$ cat src/rtl/dram_bist_ctrl.sv
// -----------------------------------------------------------------------------
// dram_bist_ctrl
// Built-in self test sequencer for a 2**AW x DW distributed-RAM array (one
// RAM64X1S per data bit, shared address and WE). A start pulse writes a
// deterministic address-derived pattern to every word, reads every word back,
// and reports pass/fail, the number of mismatching words and the first failing
// address.
//
// Optional feature macro: DRAM_BIST_INV_PASS_EN
//   When defined, a second write/read sweep with every pattern bit complemented
//   follows the normal sweep, so stuck-at faults are caught in both polarities.
//
// Ports
//   clk            in   RAM write clock; all state changes on its rising edge
//   rst_n          in   asynchronous active-low reset
//   start          in   one-cycle request, honoured only in IDLE or DONE
//   ram_addr       out  AW   shared address of all RAM instances
//   ram_d          out  DW   bit i drives D of RAM instance i
//   ram_we         out  1    shared write enable (registered, glitch-free)
//   ram_q          in   DW   bit i from O of RAM instance i (async read)
//   busy           out  1    high while writing or reading
//   done           out  1    high in DONE
//   pass           out  1    done with no mismatches
//   err_count      out  AW+2 mismatching words over all sweeps
//   first_err_addr out  AW   address of earliest mismatch (valid if err_count != 0)
// -----------------------------------------------------------------------------
module dram_bist_ctrl #(
    parameter int unsigned    AW   = 6,
    parameter int unsigned    DW   = 4,
    parameter logic [DW-1:0]  SEED = '0
) (
    input  logic            clk,
    input  logic            rst_n,
    input  logic            start,
    output logic [AW-1:0]   ram_addr,
    output logic [DW-1:0]   ram_d,
    output logic            ram_we,
    input  logic [DW-1:0]   ram_q,
    output logic            busy,
    output logic            done,
    output logic            pass,
    output logic [AW+1:0]   err_count,
    output logic [AW-1:0]   first_err_addr
);

    localparam int unsigned CW = AW + 2;

`ifdef DRAM_BIST_INV_PASS_EN
    typedef enum logic [2:0] {
        S_IDLE, S_WRITE, S_READ, S_DONE, S_WRITE_INV, S_READ_INV
    } state_e;
`else
    typedef enum logic [1:0] {
        S_IDLE, S_WRITE, S_READ, S_DONE
    } state_e;
`endif

    state_e          state_q, state_d;
    logic [AW-1:0]   addr_q, addr_d;
    logic [DW-1:0]   wdata_q, wdata_d;
    logic            we_q, we_d;
    logic            busy_q, busy_d;
    logic            done_q, done_d;
    logic            pass_q, pass_d;
    logic [CW-1:0]   err_q, err_d;
    logic [AW-1:0]   fea_q, fea_d;

    logic            rd_inv;
    logic            wr_inv_next;
    logic            mismatch;
    logic            last_addr;

    // Expected word: low DW bits of the (zero-extended) address, seeded, optionally complemented.
    function automatic logic [DW-1:0] pattern(input logic [AW-1:0] a, input logic inv);
        logic [AW+DW-1:0] a_ext;
        a_ext = (AW+DW)'(a);
        return a_ext[DW-1:0] ^ SEED ^ {DW{inv}};
    endfunction

`ifdef DRAM_BIST_INV_PASS_EN
    assign rd_inv      = (state_q == S_READ_INV);
    assign wr_inv_next = (state_d == S_WRITE_INV);
`else
    assign rd_inv      = 1'b0;
    assign wr_inv_next = 1'b0;
`endif

    assign last_addr = (addr_q == '1);
    // Asynchronous RAM read: compare in the same cycle the address is presented.
    assign mismatch  = (ram_q != pattern(addr_q, rd_inv));

    // State register and all registered outputs.
    always_ff @(posedge clk or negedge rst_n) begin
        if (!rst_n) begin
            state_q <= S_IDLE;
            addr_q  <= '0;
            wdata_q <= '0;
            we_q    <= 1'b0;
            busy_q  <= 1'b0;
            done_q  <= 1'b0;
            pass_q  <= 1'b0;
            err_q   <= '0;
            fea_q   <= '0;
        end else begin
            state_q <= state_d;
            addr_q  <= addr_d;
            wdata_q <= wdata_d;
            we_q    <= we_d;
            busy_q  <= busy_d;
            done_q  <= done_d;
            pass_q  <= pass_d;
            err_q   <= err_d;
            fea_q   <= fea_d;
        end
    end

    // Next-state, counters and output decode.
    always_comb begin
        state_d = state_q;
        addr_d  = addr_q;
        err_d   = err_q;
        fea_d   = fea_q;
        we_d    = 1'b0;
        wdata_d = '0;
        busy_d  = 1'b0;
        done_d  = 1'b0;
        pass_d  = 1'b0;

        case (state_q)
            S_IDLE, S_DONE: begin
                if (start) begin
                    err_d   = '0;
                    fea_d   = '0;
                    addr_d  = '0;
                    state_d = S_WRITE;
                end
            end
            S_WRITE: begin
                addr_d = addr_q + AW'(1);
                if (last_addr) begin
                    state_d = S_READ;
                end
            end
`ifdef DRAM_BIST_INV_PASS_EN
            S_WRITE_INV: begin
                addr_d = addr_q + AW'(1);
                if (last_addr) begin
                    state_d = S_READ_INV;
                end
            end
            S_READ, S_READ_INV: begin
`else
            S_READ: begin
`endif
                addr_d = addr_q + AW'(1);
                if (mismatch) begin
                    err_d = err_q + CW'(1);
                    if (err_q == '0) begin
                        fea_d = addr_q;
                    end
                end
                if (last_addr) begin
`ifdef DRAM_BIST_INV_PASS_EN
                    state_d = rd_inv ? S_DONE : S_WRITE_INV;
`else
                    state_d = S_DONE;
`endif
                end
            end
            default: state_d = S_IDLE;
        endcase

        // Outputs are decoded from the next state and registered, so WE never glitches.
`ifdef DRAM_BIST_INV_PASS_EN
        we_d   = (state_d == S_WRITE) || (state_d == S_WRITE_INV);
        busy_d = we_d || (state_d == S_READ) || (state_d == S_READ_INV);
`else
        we_d   = (state_d == S_WRITE);
        busy_d = we_d || (state_d == S_READ);
`endif
        wdata_d = we_d ? pattern(addr_d, wr_inv_next) : '0;
        done_d  = (state_d == S_DONE);
        pass_d  = done_d && (err_d == '0);
    end

    assign ram_addr       = addr_q;
    assign ram_d          = wdata_q;
    assign ram_we         = we_q;
    assign busy           = busy_q;
    assign done           = done_q;
    assign pass           = pass_q;
    assign err_count      = err_q;
    assign first_err_addr = fea_q;

endmodule
$ cat config.mk
export PLATFORM = sky130hd
export DESIGN_NAME = dram_bist_ctrl
export DESIGN_NICKNAME = d
export VERILOG_FILES = /design/src/rtl/dram_bist_ctrl.sv
export SDC_FILE = /design/constraint.sdc
export NUM_CORES = 1
export LEC_CHECK = 0
export ABC_CLOCK_PERIOD_IN_PS = 5500
export BUFFER_PORTS_ARGS = -buffer_cell sky130_fd_sc_hd__buf_2
export CAP_MARGIN = 10
export CORE_ASPECT_RATIO = 0.5
export CORE_UTILIZATION = 40
export CTS_BUF_LIST = sky130_fd_sc_hd__clkbuf_4 sky130_fd_sc_hd__clkbuf_8
export DETAILED_ROUTE_END_ITERATION = 7
export GPL_ROUTABILITY_DRIVEN = 0
export SYNTH_ARGS = -nofsm -noshare
export SYNTH_HDL_FRONTEND = slang
export SYNTH_SLANG_ARGS = --single-unit
$ cat constraint.sdc
create_clock -name clk -period 5.5 [get_ports clk]
set_input_delay 1.1 -clock clk [delete_from_list [all_inputs] [get_ports clk]]
set_output_delay 1.1 -clock clk [all_outputs]
set_load 0.02 [all_outputs]
==> flow_summary.json <==
{
  "outcome": "finished, final reports clean",
  "syn_inst": 161,
  "regArea_um2": 751,
  "synth_flop_cell": "dfrtp_1",
  "vdd_drop_max_mv": 0.130,
  "netlist_area_mm2": 0.00159,
  "grt_setup_unrepaired": "false",
  "yosysUniqueCellTypes": 38,
  "slew_viol_final": 0,
  "grt_overflow": 0,
  "grt_max_degree": 31,
  "ios": 35,
  "yosysWarnings": 0,
  "antenna_found_initial": 0,
  "cts.sinks": 30,
  "grt_util_all_layers_pct": 18.4,
  "synth_nets": 175,
  "cp_common_cell": "a21oi_1",
  "reg2reg_slack_ps": 2960,
  "hold_path_depth": 2,
  "vias": 1312,
  "num_antenna_cells": 0,
  "finalSetupTns_ps": 0,
  "synth_compound_area_share_pct": 17.1,
  "post-place-ws_ps": 2760,
  "r2r_start": "state_q[0]",
  "crit_chain": "inv_1 > ha_1 > a21oi_1 > a21oi_1 > nor2_1 > a21oi_1 > ha_1 > o221ai_1 > a221o_1 > nor4_2",
  "power.switching_uw": 253,
  "p_per_area_mw_per_mm2": 383,
  "detail-route-antenna-nets": 0,
  "crit_path_top_delay_cell": "ha_1",
  "crit_type": "flip-flop to flip-flop",
  "crit_required_ps": 5690,
  "rows": 15,
  "multi_input_area_um2": 771,
  "clock_latency_ps": 280,
  "path_clk_slew_ps": 70,
  "clkPwrFrac_pct": 30.4,
  "drt_iter0_markers": 71,
  "synth_xor_area_share_pct": 3.30,
  "skew_ps": 9.08,
  "synth_fa_ha_area_share_pct": 5.50,
  "via_per_inst": 5.25,
  "swShare_pct": 34.4,
  "wirelength_um": 3500,
  "dp_hpwl_um": 2530,
  "dp.cells": 243,
  "numCtsBuffers": 5,
  "min-delay-start": "first_err_addr[5]",
  "p_leak_nw": 0.976,
  "power.share.sequential_pct": 41.4,
  "grt_pass1_vias": 1190,
  "post-route-period-util_pct": 46.2,
  "hold_end": "first_err_addr[5]",
  "synth-edff-count": 0,
  "cts_root_buf": "clkbuf_8",
  "p_int_uw": 482,
  "yosysSeqAreaShare_pct": 47.1,
  "nFillCells": 330,
  "postCtsSetupBuffers": 0,
  "worst_slack_ps": 2960,
  "cts_resized": 0,
  "endpoint_kind": "flip-flop",
  "setup_viol": 0,
  "synth_top_family_by_area": "simple AND/OR/NAND/NOR gates",
  "grt_pass1_wl_um": 5690,
  "core_area_mm2": 0.00362,
  "synth_area_leaders": "dfrtp_1 (47%), ha_1 (5.5%), nand2_1 (4.7%), o21ai_0 (4.1%), mux2i_1 (3.8%)",
  "yosysTopAreaCell": "dfrtp_1",
  "path_delay_family": "compound AO/OA/AOI/OAI gates",
  "maxCapViolCount": 0,
  "start_util_pct": 44.0,
  "yosys.area_share.simple_pct": 18.7,
  "maxSlewHeadroom_pct": 55.0,
  "dr.pass1.iters": 4,
  "worst_pin_slew_ps": 675,
  "layout_commonest_cell": "buf_2",
  "path_max_fanout": 17,
  "reg2reg_depth": 10,
  "fin_nets": 213,
  "critPathArrivalTime_ps": 2730,
  "syn_area_per_cell_um2": 9.89,
  "dieArea_mm2": 0.00425,
  "whs_ps": 518,
  "synth_top_cell_area_share_pct": 47.1,
  "synth_mux_area_share_pct": 3.77,
  "ys_seq_elements": 30,
  "routedWlPerCell_um": 14.0,
  "max_freq_mhz": 393,
  "drive_gt1_share_pct": 23.1,
  "cts_max_level": 2,
  "hp-class": "flip-flop to flip-flop",
  "rr_endpoint": "pass",
  "async_reset_ff_share_pct": 100,
  "port_buffers": 34,
  "combPwrFrac_pct": 28.2,
  "worstSetupStartpointType": "flip-flop",
  "postCtsHoldBufs": 0,
  "final_cell_count_no_fill": 250,
  "area_growth_pct": 20.6,
  "report.final.hold_viol_count": 0,
  "die_width_um": 91.2,
  "cts_tree": "yes",
  "clockBufferDepth": 2,
  "drcViolationCount": 0,
  "final_cell_mix": "buf_2 (34), dfrtp_1 (30), nand2_1 (20)",
  "crit_buf_inv": 1,
  "max_stage_delay_ps": 590,
  "die_y_um": 46.6,
  "period_minus_slack_ps": 2540
}
worst reg2reg max path, cell delays in order, from the launching register on:
cell	delay, ps
dfrtp_1	380
inv_1	100
ha_1	590
a21oi_1	90
a21oi_1	150
nor2_1	50
a21oi_1	230
ha_1	240
o221ai_1	130
a221o_1	300
nor4_2	210
sequential cells by signal, summed over array words and instances, names as in the netlist:
| signal | flops |
|---|---|
| ram_d | 4 |
| ram_addr | 6 |
| err_count | 8 |
| state_q | 2 |
| done | 1 |
| pass | 1 |
| ram_we | 1 |
| busy | 1 |
| first_err_addr | 6 |
cells in the mapped netlist, types with 3 or more instances:
cell type,n
a21oi_1,4
and2_1,5
and3_1,3
dfrtp_1,30
ha_1,7
inv_1,14
mux2i_1,6
nand2_1,20
nand2b_1,5
nand3_1,5
nor2_1,8
nor4_1,3
o21ai_0,13
o31ai_1,3
xnor2_1,6
power groups by stage:
stage                     registers (mW)  logic, mW  clock network [mW]
after floorplan                    0.337      0.108                   0
after global placement             0.308      0.204                   0
after detailed placement           0.307      0.207                   0
after CTS                          0.303      0.208               0.231
after global routing               0.312      0.226               0.243
final                              0.304      0.207               0.223
per-stage QoR:
stage	total power [mW]	instance area (um^2)	util, %
floorplan	0.445	1590	-
global placement	0.512	1810	49.9
CTS	0.743	1920	53.0
finish	0.735	1920	53.0
detailed placement	0.514	1810	49.9
global route	0.780	1920	53.0
worst max-delay path by stage:
stage	cells after the start	start	slack (ps)	endpoint
after floorplan	7	ram_q[2]	2980	pass
after global placement	7	ram_q[2]	2820	pass
after detailed placement	7	ram_q[2]	2760	pass
after CTS	10	state_q[0]	2960	pass
after global routing	10	state_q[0]	2690	pass
final	10	state_q[0]	2960	pass
cell type report:
type	count	area share, %
Timing Repair Buffer	34	8.86
Inverter	14	2.74
Sequential cell	30	39.1
Clock buffer	6	4.30
Clock inverter	1	1.56
Multi-Input combinational cell	114	40.1
Tap cell	51	3.32
logic make-up (layout without fill, tap and decap cells):
group / after synthesis / in the layout
and+or+nand+nor: 58 / 58
buffers and inverters: 17 / 55
xor gates and xnor gates: 6 / 6
AOI/OAI and AO/OA: 37 / 37
muxes: 6 / 6
DFF: 30 / 30
adders and majority gates: 7 / 7
metal layers:
layer	part of all wire, %	track usage (%)
met5	0	0
met4	0.86	9.52
met3	6.4	5.61
met2	44	27.6
met1	49	24.6
No activity file was read; power rests on OpenSTA's default activity.
